**config.mk**
```make
export PLATFORM = sky130hd
export DESIGN_NAME = cmd_decoder_gen
export DESIGN_NICKNAME = d
export VERILOG_FILES = /design/src/rtl/cmd_decoder_pkg.sv /design/src/rtl/cmd_decoder_gen_watchdog.sv /design/src/rtl/cmd_decoder_gen.sv
export SDC_FILE = /design/constraint.sdc
export NUM_CORES = 1
export LEC_CHECK = 0
export CORE_MARGIN = 3
export CORE_UTILIZATION = 51
export CTS_CLUSTER_DIAMETER = 150
export CTS_CLUSTER_SIZE = 40
export DETAILED_ROUTE_END_ITERATION = 16
export HOLD_SLACK_MARGIN = 0.06
export PLACE_DENSITY = 0.9
export SYNTH_ARGS = -nofsm -noshare
export SYNTH_HDL_FRONTEND = slang
export SYNTH_SLANG_ARGS = --single-unit
```
**constraint.sdc**
```tcl
create_clock -name CLK -period 2.69 [get_ports CLK]
set_clock_uncertainty 0.2 [all_clocks]
set_input_delay 0.269 -clock CLK [delete_from_list [all_inputs] [get_ports CLK]]
set_output_delay 0.269 -clock CLK [all_outputs]
set_load 0.1 [all_outputs]
```
**src/rtl/cmd_decoder_pkg.sv**
```systemverilog
// Shared types and constants for the host command decoder.
//   - FSM state encoding and decoded opcode classes
//   - host opcodes, reply byte-count codes, flash opcodes, error codes
//   - streg_opcode(): maps a status-register selector to its flash opcode
package cmd_decoder_pkg;

   typedef enum logic [2:0] {
      ST_IDLE,
      ST_DECODE,
      ST_EXEC,
      ST_MEM_REQ,
      ST_MEM_WAIT,
      ST_TX_REQ,
      ST_TX_WAIT
   } state_e;

   typedef enum logic [2:0] {
      OPC_SET_REG,
      OPC_GET_REG,
      OPC_CLR_REGS,
      OPC_SEND_ID,
      OPC_ADDR_SET,
      OPC_MEM,
      OPC_ERR
   } opclass_e;

   // host opcodes
   localparam logic [3:0] OP_SET_REG   = 4'h2;
   localparam logic [3:0] OP_GET_REG   = 4'h3;
   localparam logic [3:0] OP_CLR_REGS  = 4'h4;
   localparam logic [3:0] OP_SEND_ID   = 4'h6;
   localparam logic [3:0] OP_MEM_ID    = 4'h7;
   localparam logic [3:0] OP_MEM_STREG = 4'h8;
   localparam logic [3:0] OP_MEM_WRITE = 4'hA;
   localparam logic [3:0] OP_ADDR_SET  = 4'hB;
   localparam logic [3:0] OP_MEM_READ  = 4'hC;
   localparam logic [3:0] OP_MEM_ERASE = 4'hD;

   // reply byte-count codes
   localparam logic [2:0] NO_BY      = 3'd0;
   localparam logic [2:0] ONE_BY     = 3'd1;
   localparam logic [2:0] STD_TWO_BY = 3'd2;
   localparam logic [2:0] SIX_BY     = 3'd6;
   localparam logic [2:0] LONG       = 3'd7;

   // flash opcodes
   localparam logic [7:0] FL_READ_ID  = 8'h9F;
   localparam logic [7:0] FL_STREG0   = 8'h05;
   localparam logic [7:0] FL_STREG1   = 8'h07;
   localparam logic [7:0] FL_STREG2   = 8'hAB;
   localparam logic [7:0] FL_STREG3   = 8'h35;
   localparam logic [7:0] FL_WRITE    = 8'h11;
   localparam logic [7:0] FL_READ     = 8'h0B;
   localparam logic [7:0] FL_ERASE    = 8'hC7;

   // error reply: {ERR_PREFIX, code, CMD, ADDR}
   localparam logic [3:0] ERR_PREFIX = 4'hF;
   localparam logic [3:0] ERR_OPCODE = 4'hE;
   localparam logic [3:0] ERR_PARITY = 4'hD;

   function automatic logic [7:0] streg_opcode(input logic [1:0] sel);
      logic [7:0] op;
      case (sel)
         2'd0:    op = FL_STREG0;
         2'd1:    op = FL_STREG1;
         2'd2:    op = FL_STREG2;
         default: op = FL_STREG3;
      endcase
      return op;
   endfunction

endpackage

```
**src/rtl/cmd_decoder_gen_watchdog.sv**
```systemverilog
// Handshake watchdog for the command decoder.
// Down-counter loaded with TIMEOUT_CYC-1 on clr_i, decremented while en_i;
// expire_o flags the TIMEOUT_CYC-th enabled cycle after a clear.
//   clk_i, rst_n_i : clock, async active-low reset
//   clr_i          : reload (entry into a wait state)
//   en_i           : counting enabled (currently in a wait state)
//   expire_o       : terminal count reached while enabled
module cmd_watchdog #(
   parameter int TIMEOUT_CYC = 4096
) (
   input  logic clk_i,
   input  logic rst_n_i,
   input  logic clr_i,
   input  logic en_i,
   output logic expire_o
);

   localparam int CNT_W = (TIMEOUT_CYC > 2) ? $clog2(TIMEOUT_CYC) : 1;
   localparam logic [CNT_W-1:0] LOAD = CNT_W'(TIMEOUT_CYC - 1);

   logic [CNT_W-1:0] cnt_q, cnt_d;

   always_comb begin
      cnt_d = cnt_q;
      if (clr_i) begin
         cnt_d = LOAD;
      end else if (en_i && (cnt_q != '0)) begin
         cnt_d = cnt_q - CNT_W'(1);
      end
   end

   always_ff @(posedge clk_i or negedge rst_n_i) begin
      if (!rst_n_i) begin
         cnt_q <= LOAD;
      end else begin
         cnt_q <= cnt_d;
      end
   end

   assign expire_o = en_i && (cnt_q == '0);

endmodule

```
**src/rtl/cmd_decoder_gen.sv**
```systemverilog
// Host command decoder between the SPI slave and the flash controller.
// Latches one {CMD, ADDR, VAL} frame, executes a register access, ID reply,
// flash address update or flash operation, and optionally returns a reply.
// Optional build macro: CMD_DEC_PARITY_EN (adds an even-parity LSB to rx_frame).
// Ports:
//   CLK, CMD_RST_N          clock, async active-low reset
//   rx_valid, rx_frame      host frame strobe and payload
//   rx_drop                 frame discarded because the decoder was busy
//   tx_trigger, tx_busy     reply handshake with the SPI slave
//   tx_data, tx_len         reply payload (right-aligned) and byte-count code
//   mem_cmd, mem_addr       flash opcode and address
//   mem_trig, mem_busy      flash request handshake
//   mem_rdata               flash result
//   err                     sticky error, cleared by the next accepted frame
//
// state       | meaning
// ------------+---------------------------------------------------------
// ST_IDLE     | waiting for a host frame
// ST_DECODE   | classify opcode, stage flash opcode and reply length
// ST_EXEC     | perform register/address action or build reply
// ST_MEM_REQ  | mem_trig high until the controller reports busy
// ST_MEM_WAIT | wait for the controller to finish, capture its data
// ST_TX_REQ   | raise tx_trigger once the SPI slave is free, hold to busy
// ST_TX_WAIT  | wait for the SPI slave to finish sending
module cmd_decoder_gen
   import cmd_decoder_pkg::*;
#(
   parameter int          CMD_W       = 4,
   parameter int          ADDR_W      = 4,
   parameter int          VAL_W       = 8,
   parameter int          NUM_REGS    = 4,
   parameter int          MEM_ADDR_W  = 24,
   parameter int          REPLY_W     = 48,
   parameter int          TIMEOUT_CYC = 4096,
   parameter logic [15:0] DEV_ID      = 16'h7975
) (
   input  logic                  CLK,
   input  logic                  CMD_RST_N,
   input  logic                  rx_valid,
`ifdef CMD_DEC_PARITY_EN
   input  logic [CMD_W+ADDR_W+VAL_W:0]   rx_frame,
`else
   input  logic [CMD_W+ADDR_W+VAL_W-1:0] rx_frame,
`endif
   output logic                  rx_drop,
   output logic                  tx_trigger,
   input  logic                  tx_busy,
   output logic [REPLY_W-1:0]    tx_data,
   output logic [2:0]            tx_len,
   output logic [7:0]            mem_cmd,
   output logic [MEM_ADDR_W-1:0] mem_addr,
   output logic                  mem_trig,
   input  logic                  mem_busy,
   input  logic [REPLY_W-1:0]    mem_rdata,
   output logic                  err
);

`ifdef CMD_DEC_PARITY_EN
   localparam int PAR_W = 1;
`else
   localparam int PAR_W = 0;
`endif
   localparam int FRAME_W = CMD_W + ADDR_W + VAL_W + PAR_W;
   localparam int LANES   = MEM_ADDR_W / VAL_W;

   state_e                state_q, state_d;
   opclass_e              opc_q, opc_d;
   logic [CMD_W-1:0]      cmd_q, cmd_d;
   logic [ADDR_W-1:0]     addr_q, addr_d;
   logic [VAL_W-1:0]      val_q, val_d;
   logic                  par_bad_q, par_bad_d;
   logic [3:0]            ecode_q, ecode_d;
   logic [REPLY_W-1:0]    tx_data_q, tx_data_d;
   logic [2:0]            tx_len_q, tx_len_d;
   logic [7:0]            mem_cmd_q, mem_cmd_d;
   logic [MEM_ADDR_W-1:0] mem_addr_q, mem_addr_d;
   logic [VAL_W-1:0]      regs_q [NUM_REGS];
   logic [VAL_W-1:0]      regs_d [NUM_REGS];
   logic                  err_q, err_d;
   logic                  tx_trig_q, tx_trig_d;

   logic [VAL_W-1:0]      reg_rd;
   logic                  frame_par_bad;
   logic                  wd_clr, wd_en, wd_expire;

`ifdef CMD_DEC_PARITY_EN
   // even parity over the full frame including the parity bit
   assign frame_par_bad = ^rx_frame;
`else
   assign frame_par_bad = 1'b0;
`endif

   always_comb begin
      reg_rd = '0;
      for (int i = 0; i < NUM_REGS; i++) begin
         if (addr_q == ADDR_W'(i)) reg_rd = regs_q[i];
      end
   end

   // Watchdog restarts on every entry into a handshake wait state,
   // including wait-to-wait transitions.
   always_comb begin
      wd_en  = state_q inside {ST_MEM_REQ, ST_MEM_WAIT, ST_TX_REQ, ST_TX_WAIT};
      wd_clr = (state_d != state_q) &&
               (state_d inside {ST_MEM_REQ, ST_MEM_WAIT, ST_TX_REQ, ST_TX_WAIT});
   end

   cmd_watchdog #(
      .TIMEOUT_CYC (TIMEOUT_CYC)
   ) u_watchdog (
      .clk_i    (CLK),
      .rst_n_i  (CMD_RST_N),
      .clr_i    (wd_clr),
      .en_i     (wd_en),
      .expire_o (wd_expire)
   );

   always_comb begin
      state_d    = state_q;
      opc_d      = opc_q;
      cmd_d      = cmd_q;
      addr_d     = addr_q;
      val_d      = val_q;
      par_bad_d  = par_bad_q;
      ecode_d    = ecode_q;
      tx_data_d  = tx_data_q;
      tx_len_d   = tx_len_q;
      mem_cmd_d  = mem_cmd_q;
      mem_addr_d = mem_addr_q;
      regs_d     = regs_q;
      err_d      = err_q;
      tx_trig_d  = tx_trig_q;

      case (state_q)
         ST_IDLE: begin
            if (rx_valid) begin
               cmd_d     = rx_frame[FRAME_W-1 -: CMD_W];
               addr_d    = rx_frame[FRAME_W-1-CMD_W -: ADDR_W];
               val_d     = rx_frame[PAR_W +: VAL_W];
               par_bad_d = frame_par_bad;
               err_d     = 1'b0;
               state_d   = ST_DECODE;
            end
         end

         ST_DECODE: begin
            opc_d   = OPC_ERR;
            ecode_d = ERR_OPCODE;
            case (cmd_q)
               CMD_W'(OP_SET_REG):
                  if (int'(addr_q) < NUM_REGS) opc_d = OPC_SET_REG;
               CMD_W'(OP_GET_REG):
                  if (int'(addr_q) < NUM_REGS) opc_d = OPC_GET_REG;
               CMD_W'(OP_CLR_REGS):  opc_d = OPC_CLR_REGS;
               CMD_W'(OP_SEND_ID):   opc_d = OPC_SEND_ID;
               CMD_W'(OP_ADDR_SET):
                  if (int'(addr_q) < LANES) opc_d = OPC_ADDR_SET;
               CMD_W'(OP_MEM_ID): begin
                  opc_d     = OPC_MEM;
                  mem_cmd_d = FL_READ_ID;
                  tx_len_d  = SIX_BY;
               end
               CMD_W'(OP_MEM_STREG): begin
                  if (int'(addr_q) < 4) begin
                     opc_d     = OPC_MEM;
                     mem_cmd_d = streg_opcode(addr_q[1:0]);
                     tx_len_d  = ONE_BY;
                  end
               end
               CMD_W'(OP_MEM_WRITE): begin
                  opc_d     = OPC_MEM;
                  mem_cmd_d = FL_WRITE;
                  tx_len_d  = NO_BY;
               end
               CMD_W'(OP_MEM_READ): begin
                  opc_d     = OPC_MEM;
                  mem_cmd_d = FL_READ;
                  tx_len_d  = LONG;
               end
               CMD_W'(OP_MEM_ERASE): begin
                  opc_d     = OPC_MEM;
                  mem_cmd_d = FL_ERASE;
                  tx_len_d  = NO_BY;
               end
               default: opc_d = OPC_ERR;
            endcase
            // a corrupted frame is never executed, whatever its opcode
            if (par_bad_q) begin
               opc_d   = OPC_ERR;
               ecode_d = ERR_PARITY;
            end
            state_d = ST_EXEC;
         end

         ST_EXEC: begin
            state_d = ST_IDLE;
            case (opc_q)
               OPC_SET_REG: begin
                  for (int i = 0; i < NUM_REGS; i++) begin
                     if (addr_q == ADDR_W'(i)) regs_d[i] = val_q;
                  end
               end
               OPC_GET_REG: begin
                  tx_data_d = REPLY_W'({cmd_q, addr_q, reg_rd});
                  tx_len_d  = STD_TWO_BY;
                  state_d   = ST_TX_REQ;
               end
               OPC_CLR_REGS: begin
                  for (int i = 0; i < NUM_REGS; i++) regs_d[i] = '0;
               end
               OPC_SEND_ID: begin
                  tx_data_d = REPLY_W'(DEV_ID);
                  tx_len_d  = STD_TWO_BY;
                  state_d   = ST_TX_REQ;
               end
               OPC_ADDR_SET: begin
                  for (int l = 0; l < LANES; l++) begin
                     if (addr_q == ADDR_W'(l)) mem_addr_d[l*VAL_W +: VAL_W] = val_q;
                  end
               end
               OPC_MEM: state_d = ST_MEM_REQ;
               default: begin
                  err_d     = 1'b1;
                  tx_data_d = REPLY_W'({ERR_PREFIX, ecode_q, cmd_q, addr_q});
                  tx_len_d  = STD_TWO_BY;
                  state_d   = ST_TX_REQ;
               end
            endcase
         end

         ST_MEM_REQ: begin
            if (wd_expire) begin
               err_d   = 1'b1;
               state_d = ST_IDLE;
            end else if (mem_busy) begin
               state_d = ST_MEM_WAIT;
            end
         end

         ST_MEM_WAIT: begin
            if (wd_expire) begin
               err_d   = 1'b1;
               state_d = ST_IDLE;
            end else if (!mem_busy) begin
               tx_data_d = mem_rdata;
               state_d   = (tx_len_q != NO_BY) ? ST_TX_REQ : ST_IDLE;
            end
         end

         ST_TX_REQ: begin
            if (wd_expire) begin
               err_d     = 1'b1;
               tx_trig_d = 1'b0;
               state_d   = ST_IDLE;
            end else if (!tx_trig_q) begin
               // only start a reply once the previous transfer has ended
               if (!tx_busy) tx_trig_d = 1'b1;
            end else if (tx_busy) begin
               tx_trig_d = 1'b0;
               state_d   = ST_TX_WAIT;
            end
         end

         ST_TX_WAIT: begin
            if (wd_expire) begin
               err_d   = 1'b1;
               state_d = ST_IDLE;
            end else if (!tx_busy) begin
               state_d = ST_IDLE;
            end
         end

         default: state_d = ST_IDLE;
      endcase
   end

   always_ff @(posedge CLK or negedge CMD_RST_N) begin
      if (!CMD_RST_N) begin
         state_q    <= ST_IDLE;
         opc_q      <= OPC_ERR;
         cmd_q      <= '0;
         addr_q     <= '0;
         val_q      <= '0;
         par_bad_q  <= 1'b0;
         ecode_q    <= ERR_OPCODE;
         tx_data_q  <= '0;
         tx_len_q   <= STD_TWO_BY;
         mem_cmd_q  <= '0;
         mem_addr_q <= '0;
         for (int i = 0; i < NUM_REGS; i++) regs_q[i] <= '0;
         err_q      <= 1'b0;
         tx_trig_q  <= 1'b0;
      end else begin
         state_q    <= state_d;
         opc_q      <= opc_d;
         cmd_q      <= cmd_d;
         addr_q     <= addr_d;
         val_q      <= val_d;
         par_bad_q  <= par_bad_d;
         ecode_q    <= ecode_d;
         tx_data_q  <= tx_data_d;
         tx_len_q   <= tx_len_d;
         mem_cmd_q  <= mem_cmd_d;
         mem_addr_q <= mem_addr_d;
         regs_q     <= regs_d;
         err_q      <= err_d;
         tx_trig_q  <= tx_trig_d;
      end
   end

   assign rx_drop    = rx_valid && (state_q != ST_IDLE);
   assign tx_trigger = tx_trig_q;
   assign tx_data    = tx_data_q;
   assign tx_len     = tx_len_q;
   assign mem_trig   = (state_q == ST_MEM_REQ);
   assign mem_cmd    = (state_q == ST_MEM_REQ || state_q == ST_MEM_WAIT) ? mem_cmd_q : 8'h00;
   assign mem_addr   = mem_addr_q;
   assign err        = err_q;

endmodule

```
# ---- Word-level counts from Yosys, hierarchy flattened
# Index checks and enable logic that the tools add are counted.
# Widths: inputs -> output; s select.
dict set report word_totals {
  inputBits 69
  ff_bits 151
  elab_cells 151
  out_inout_bits 87
}
dict set report classes {
  n_reduce_logical 39
  n_eq_ne 44
  add_sub_neg 1
  n_lt_le_gt_ge 2
  muxes 47
}
# op n
set ops {}
lappend ops {{$pmux 48 s3} 1}
lappend ops {{$mux 48} 2}
lappend ops {{$pmux 48 s2} 1}
lappend ops {{$mux 8} 10}
lappend ops {{$pmux 32 s2} 1}
lappend ops {{$mux 3} 15}
lappend ops {{$pmux 3 s7} 2}
lappend ops {{$pmux 8 s5} 1}
lappend ops {{$eq 3x3->1 const B} 8}
lappend ops {{$mux 12} 2}
lappend ops {{$pmux 8 s3} 1}
lappend ops {{$reduce_and 3->1} 8}
lappend ops {{$eq 4x4->1 const B} 5}
lappend ops {{$ne 2x2->1 const B} 10}
lappend ops {{$eq 4x2->1 const B} 4}
lappend ops {{$eq 3x2->1 const B} 5}
lappend ops {{$eq 4x3->1 const B} 3}
lappend ops {{$logic_not 12->1} 1}
lappend ops {{$pmux 3 s2} 2}
lappend ops {{$pmux 3 s4} 1}
lappend ops {{$reduce_and 4->1} 3}
lappend ops {{$reduce_bool 12->1} 1}
lappend ops {{$reduce_or 4->1} 3}
lappend ops {{$sub 12x1->12 const B} 1}
lappend ops {{other kinds (26)} 42}

# ---- Longest topological paths before layout
# Gate-level depths: netlist of the first run.
dict set report depth {
  ltp_word 9
  ltp_mapped 9
  mapped_depth_nobuf 7
}

# ---- Modules after synthesis
# From an unflattened synthesis of the first run, not the netlist that was laid out.
dict set report unflattened {
  hier_cells 721
  area_unflattened_um2 7225.7
}
# mod seq_area_each_um2 cells_each instances area_per_inst_um2
set by_module_without_submodules {}
lappend by_module_without_submodules {cmd_decoder_gen 3482.1 654 1 6525.0}
lappend by_module_without_submodules {cmd_watchdog 315.3 67 1 700.7}

# ---- Least setup slack after synthesis of the first run
# No wires, ideal clock.
dict set report synth_timing {
  path_kind {register -> output}
  startpoint {register state_q[1]}
  endpoint {output rx_drop}
  arrival_ns 2.068
  path_slack_ns 0.153
  t_required_ns 2.221
  path_stages_with_launch 5
  cell_sequence {dfrtp_1 buf_2 buf_2 nor3_1 nor2b_1}
}
dict set report synth_between {
  elab_chain_len 2
}
# item line
set synth_rtl {}
lappend synth_rtl {{start: declaration} cmd_decoder_gen.sv:66} ;# state_e state_q, state_d;
lappend synth_rtl {{start signal: assignment} cmd_decoder_gen.sv:294} ;# state_q <= state_d;
lappend synth_rtl {{$reduce_bool 3->1} cmd_decoder_gen.sv:311} ;# assign rx_drop = rx_valid && (state_q != ST_IDLE);
lappend synth_rtl {{$logic_and 1x1->1} cmd_decoder_gen.sv:311}
lappend synth_rtl {{end: declaration} cmd_decoder_gen.sv:45} ;# output logic rx_drop,
# Every way passes these cells.

# ---- Worst setup path in the final report of the first run
dict set report layout_timing {
  startpoint {register state_q[1]}
  endpoint {register u_watchdog.cnt_q[9]}
}
dict set report layout_between {
  elab_chain_len 9
  word_cells_on_any_way 30
  classes_between {eq/ne: 11; mux: 12; reduce/logical: 7}
}
# item line
set layout_rtl {}
lappend layout_rtl {{$eq 3x2->1 or $eq 3x3->1 (tied branches)} {cmd_decoder_gen.sv:103, cmd_decoder_gen.sv:134}}
lappend layout_rtl {{$reduce_bool 4->1} cmd_decoder_gen.sv:103} ;# wd_en = state_q inside {ST_MEM_REQ, ST_MEM_WAIT, ST_TX_REQ, ST_TX_WAIT};
lappend layout_rtl {{$logic_and 1x1->1} cmd_decoder_gen_watchdog.sv:40} ;# assign expire_o = en_i && (cnt_q == '0);
lappend layout_rtl {{$mux 3 (on tied branches)} --}
lappend layout_rtl {{$pmux 3 s7} cmd_decoder_gen.sv:134} ;# case (state_q)
lappend layout_rtl {{$eq 3x2->1 or $eq 3x3->1 (tied branches)} cmd_decoder_gen.sv:105} ;# (state_d inside {ST_MEM_REQ, ST_MEM_WAIT, ST_TX_REQ, ST_TX_WAIT});
lappend layout_rtl {{$reduce_bool 4->1} cmd_decoder_gen.sv:105}
lappend layout_rtl {{$logic_and 1x1->1} cmd_decoder_gen.sv:104} ;# wd_clr = (state_d != state_q) &&
lappend layout_rtl {{$mux 12 or $reduce_bool 2->1 (tied branches)} --}
lappend layout_rtl {{end signal: assignment} cmd_decoder_gen_watchdog.sv:36} ;# cnt_q <= cnt_d;
lappend layout_rtl {{end: declaration} cmd_decoder_gen_watchdog.sv:21} ;# logic [CNT_W-1:0] cnt_q, cnt_d;
# Several ways; a longest one is shown, not always the timed one.
# A chain may end at the register's enable or synchronous reset.

==> metrics, run 1 <==
outcome=finished clean; FP Rows=42; predominant post-synthesis flop cell=dfrtp_1; max-slew violations=0; Clock Root Buffer=clkbuf_16; cell area after synthesis=7130 um^2; # Max-Cap Violations=0; unique cell type count in the Yosys netlist=62; critical path capture point type=register; top-area cell type share of the netlist area=47.7%; Initial Util=about 53%; final critical-path required period=around 2500 ps; Worst Path Arrival=2650 ps; critical path type=reg -> reg; vias per cell=5.72; final WL=about 19,000 um; Critical Path Start=state_q[1]; final worst slack=between 150 and 200 ps; sequential area share after synthesis=53.2%; vias in the first global route=6,233; setup slack, reg-to-reg=180 ps; # diodes=0; Final Setup Violations=0; largest cells by area after synthesis=dfrtp_1 48%, nand2_1 7.6%, mux2_2 5.7%, o21ai_0 5.6%, dfstp_2 5.5%; Area Overhead vs Synth=33.7%; DP Wirelength=14,000 um; Post-synth EDFFs=0; reg2reg path depth=7; #FFs+latches synth=151; Placed Instances=1,047; post-CTS setup buffer count=0; TritonCTS buffer count=17; synthesized area per cell=between 9 and 10 um^2; largest net degree at the start of global routing=63; core area=13,500 um^2; PortBufs=between 150 and 200; 1st-pass router iterations=5; Clock Pin Slew Worst Setup and Hold Paths=about 60 ps; fin cells=1,080; Residual DRC=0; All-Layer GR Usage=25.5%; die width=124 um; layout cells sized above 1=24.9%; Ys Warns=0; syn_nets=799; CP max FO=11; die area=15,400 um^2; worst slew pin tran=723 ps; Tcrit/Tclk final=93.4%; GP Congestion=0.916; Critical Path RT=2830 ps; H-tree Lvls=4; first-pass GRT wire length=32,200 um; clk sinks=151; IO Count=156; Metal-1 WL=8020 um; Die Ht=124 um; Mapped Cells=722; leading area contributor after synthesis=dfrtp_1; Clock Tree Buf Depth=2; Critical Path End=u_watchdog.cnt_q[9]; WL met2=9520 um; Final nets=968; setup_tns=0 ps; Via Count=6,177; Fin. Hold Viols=0; total global routing overflow=0; ys async rst share=100%; RSZ-0062 raised after global routing=false; DP Worst Slack=~160 ps; routed len/inst=17.9 um; Starting DRT DRC Count=672; initial antenna violation count=0; Startpoint Class=register; Worst slew margin=51.3%; Antenna Nets Post-Route=0; TritonCTS clock tree=yes; Fmax achieved=about 0.4 GHz; HP Class=in -> async; r2r startpoint=state_q[1]; Met3 Wirelength=1330 um; Clock Latency Late Sink=~420 ps; max layer used=met4; Crit Reg-Reg Endpoint=u_watchdog.cnt_q[9]
-- cell usage in the layout (no fill, tap or decap), drive strengths merged, types with 15 or more instances in the layout --
master / synthesis / layout
dfstp: 15 / 15
clkdlybuf4s50: 0 / 67
mux2: 36 / 36
nand2: 144 / 144
buf: 21 / 126
nand3: 36 / 36
dfrtp: 136 / 136
o21ai: 93 / 93
nor2: 29 / 29
a21oi: 19 / 19
clkbuf: 23 / 19
-- synthesized netlist by cell type, types with 10 or more instances --
master    instances
nor3_1           10
buf_2            14
and2_1           10
o21ai_1          13
nand2_1         144
clkbuf_1         23
nor2_1           29
nand3_1          36
nor2b_1          14
dfstp_2          15
o21ai_0          80
a21oi_1          18
a221o_1          10
dfrtp_1         136
mux2_2           36
-- kinds of logic (layout without fill, tap and decap cells) --
logic type	Yosys count	in the layout	share of synthesized area, %
simple gates	295	295	20.2
compound gates	166	166	14.5
flops	151	151	53.2
buf+inv	53	235	3.40
mux	39	39	6.10
xor+xnor	10	10	1.23
fa+ha+maj	8	8	1.40
-- metrics by stage --
step / utilization, % / instance area [um^2] / hold WS [ps]
floorplan: - / 7130 / -227
global placement: 66.1 / 8890 / -22.4
detailed placement: 66.1 / 8890 / -20.1
CTS: 70.9 / 9530 / 103
global route: 70.9 / 9540 / 126
finish: 70.9 / 9540 / 103
-- final cells by class --
cell class | count | area, um^2
Inverter | 9 | 33.8
Tap cell | 176 | 220
Fill cell | 962 | 3920
Timing Repair Buffer | 194 | 1740
Multi-Input combinational cell | 518 | 3110
Sequential cell | 151 | 3800
Clock buffer | 19 | 443
Clock inverter | 13 | 193
-- layer usage --
metal	global-route usage, %	up-vias
met2	41.9	247
met3	6.09	32
met5	0	-
met1	33.3	3006
met4	8.77	0
li1	-	2892
-- what timing repair did --
action	CTS	global route
endpoints found under the setup margin	0	2
hold buffers	1	0
hold endpoints to repair	148	0
gates resized for setup	0	3
-- sequential cells by signal, summed over array words and instances, names as in the netlist --
name and flops:
u_watchdog.cnt_q 12, mem_cmd_q 8, err 1, tx_len 3, mem_addr 24, opc_q 3
val_q 8, cmd_q 4, tx_data 48, addr_q 4, state_q 3, regs_q 32
tx_trigger 1
-- worst max-delay path, cell delays in order (launching register included) --
cell	delay [ps]
dfrtp_1	520
buf_4	230
and4b_1	200
a311oi_1	430
a21oi_1	190
o311ai_4	350
buf_4	200
o211ai_1	90
-- worst min path at each step --
stage | cells after the start | endpoint | from | slack, ps
global placement | 1 | tx_data[15] | CMD_RST_N | -20
CTS | 2 | state_q[2] | CMD_RST_N | 100
detailed placement | 1 | state_q[2] | CMD_RST_N | -20
floorplan | 0 | addr_q[0] | CMD_RST_N | -230
global route | 2 | tx_data[15] | CMD_RST_N | 130
finish | 2 | tx_data[15] | CMD_RST_N | 100
Power of run 1 is left out: the tool's default activity adds up to more than one toggle a clock period on the data nets, which glitch-free logic cannot reach.
==> run 2, diff against run 1 <==
--- a/config.mk
+++ b/config.mk
@@ -11,6 +11,7 @@
 export CTS_CLUSTER_SIZE = 40
 export DETAILED_ROUTE_END_ITERATION = 16
 export HOLD_SLACK_MARGIN = 0.06
+export MAX_ROUTING_LAYER = met4
 export PLACE_DENSITY = 0.9
 export SYNTH_ARGS = -nofsm -noshare
 export SYNTH_HDL_FRONTEND = slang
==> run 2 against run 1 <==
Hold slack better by 69 ps. Sequential share of layout area about the same. Routed wire length up 5.1%. Highest routed layer unchanged. Final cell count down 0.37%. Largest cell class unchanged. First-iteration DRC count fell by 8.3%. Critical endpoint is now mem_cmd[0].
==> metrics, run 2 (synthesis gave the netlist of run 1 again) <==
Fin. Hold Viols=0 (unchanged); Register Area=3800 um^2 (about the same); RSZ-0062 raised after global routing=false; core area=13,500 um^2 (unchanged); post-CTS setup buffer count=0 (unchanged); FP Rows=42 (unchanged); # Max-Cap Violations=0 (unchanged); Final nets=964 (-0.41%); PortBufs=155 (unchanged); routed len/inst=18.8 um (+5.5%); 1st-pass router iterations=5 (unchanged); critical path capture point type=output port; die width=124 um (unchanged); outcome=finished clean; Worst Path Arrival=2110 ps (-540 ps); HP Class=in -> reg; final worst slack=112 ps (-65.9 ps); setup_tns=0 ps (unchanged); IO Count=156 (unchanged); final WL=20,300 um (+5.1%); GP Congestion=0.933 (+1.9%); clk sinks=151 (unchanged); Die Ht=124 um (unchanged); CP max FO=14 (+3); fin cells=1,076 (-0.37%); vias per cell=5.79 (+1.3%); largest net degree at the start of global routing=58 (-7.9%); # diodes=0 (unchanged); DP Wirelength=14,100 um (+0.93%); vias in the first global route=6,207 (-0.42%); layout cells sized above 1=24.2% (-0.67 points); Area Overhead vs Synth=33.7% (about the same); H-tree Lvls=4 (unchanged); Clock Tree Buf Depth=2 (unchanged); Clock Pin Slew Worst Setup and Hold Paths=60 ps (about the same); Placed Instances=1,043 (-0.38%); max reg flops=48 (unchanged); TritonCTS clock tree=yes; Initial Util=53.0% (unchanged); Final Setup Violations=0 (unchanged); Antenna Nets Post-Route=0 (unchanged); critical path type=reg -> out; first-pass GRT wire length=32,800 um (+1.8%); Final Hold Slack=173 ps (+69.3 ps); Via Count=6,235 (+0.94%); Residual DRC=0 (unchanged); All-Layer GR Usage=27.2% (+1.7 points); Worst slew margin=49.6% (-1.8 points); fill count=948 (-1.5%); Clock Latency Late Sink=430 ps (about the same); TritonCTS buffer count=17 (unchanged); Starting DRT DRC Count=616 (-8.3%); max-slew violations=0 (unchanged); commonest non-fill, non-tap cell in the layout=nand2_1; multi-input logic area=3110 um^2 (about the same); initial antenna violation count=0 (unchanged); worst slew pin tran=750 ps (+26.3 ps); final critical-path required period=2580 ps (+65.9 ps); Fmax achieved=0.388 GHz (-2.6%); Tcrit/Tclk final=95.8% (+2.4 points); Startpoint Class=register; Clock Root Buffer=clkbuf_16; DP Worst Slack=133 ps (-23.1 ps); Critical Path RT=2220 ps (-610 ps); commonest non-fill, non-tap cells in the layout=144 x nand2_1, 136 x dfrtp_1, 111 x buf_4; total global routing overflow=0 (unchanged); die area=15,400 um^2 (unchanged)
-- run 2: cell count changes in the layout (fill, tap and decap cells not counted), sizes merged --
cell and delta:
bufinv +1, clkbuf +2, clkinv +1, inv -4
buf -4
-- run 2: timing repair --
| item | CTS | global route |
|---|---|---|
| hold endpoints to repair | 54 | 0 |
| endpoints found under the setup margin | 0 | 2 |
| hold buffers | 1 | 0 |
| resized for setup | 0 | 2 |
-- run 2: metrics by stage --
step | util, % | area (um^2)
2_1_floorplan | - | 7130
6_report | 70.9 | 9540
3_3_place_gp | 65.9 | 8870
4_1_cts | 70.9 | 9540
5_1_grt | 70.9 | 9540
3_5_place_dp | 65.9 | 8870
-- run 2: worst max-delay path: stages (launching register included) --
cell	delay, ps
dfrtp_1	530
or3b_1	510
o21ai_0	110
buf_4	160
and2_1	180
buf_12	180
-- run 2: cell type report --
class / count / area share (%)
sequential: 151 / 39.8
multi-input combinational: 518 / 32.6
timing repair buffer: 190 / 18.1
clock buffer: 21 / 4.83
tap: 176 / 2.31
clock inverter: 11 / 2.06
inverter: 9 / 0.354
-- run 2: final timing paths --
kind	slack (ps)	startpoint	endpoint	cells after the start
setup / recovery	110	state_q[0]	mem_cmd[0]	5
hold / removal	170	mem_rdata[32]	tx_data[32]	3
setup reg to reg	170	addr_q[1]	mem_addr[14]	5
hold reg to reg	270	mem_cmd_q[0]	mem_cmd_q[0]	1
max in group asynchronous	1350	CMD_RST_N	tx_data[35]	3
min in group asynchronous	180	CMD_RST_N	tx_data[12]	2
-- run 2: layer usage --
metal  track usage (%)  routed length [um]  vias to the layer above
met5                 -                   0                        -
met4              9.41                 544                        0
met3              5.87                1410                       53
met2              44.1                9960                      299
met1              34.0                8360                     3008
li1                  -                   -                     2875
Power of run 2 is left out for the same reason.
==> run 3, diff against run 2 <==
--- a/config.mk
+++ b/config.mk
@@ -7,7 +7,6 @@
 export LEC_CHECK = 0
 export CORE_MARGIN = 3
 export CORE_UTILIZATION = 51
-export CTS_CLUSTER_DIAMETER = 150
 export CTS_CLUSTER_SIZE = 40
 export DETAILED_ROUTE_END_ITERATION = 16
 export HOLD_SLACK_MARGIN = 0.06
==> results of run 3 <==
The final DEF is identical to that of run 2; final timing and power are the same.
Power of run 3 is left out for the same reason.
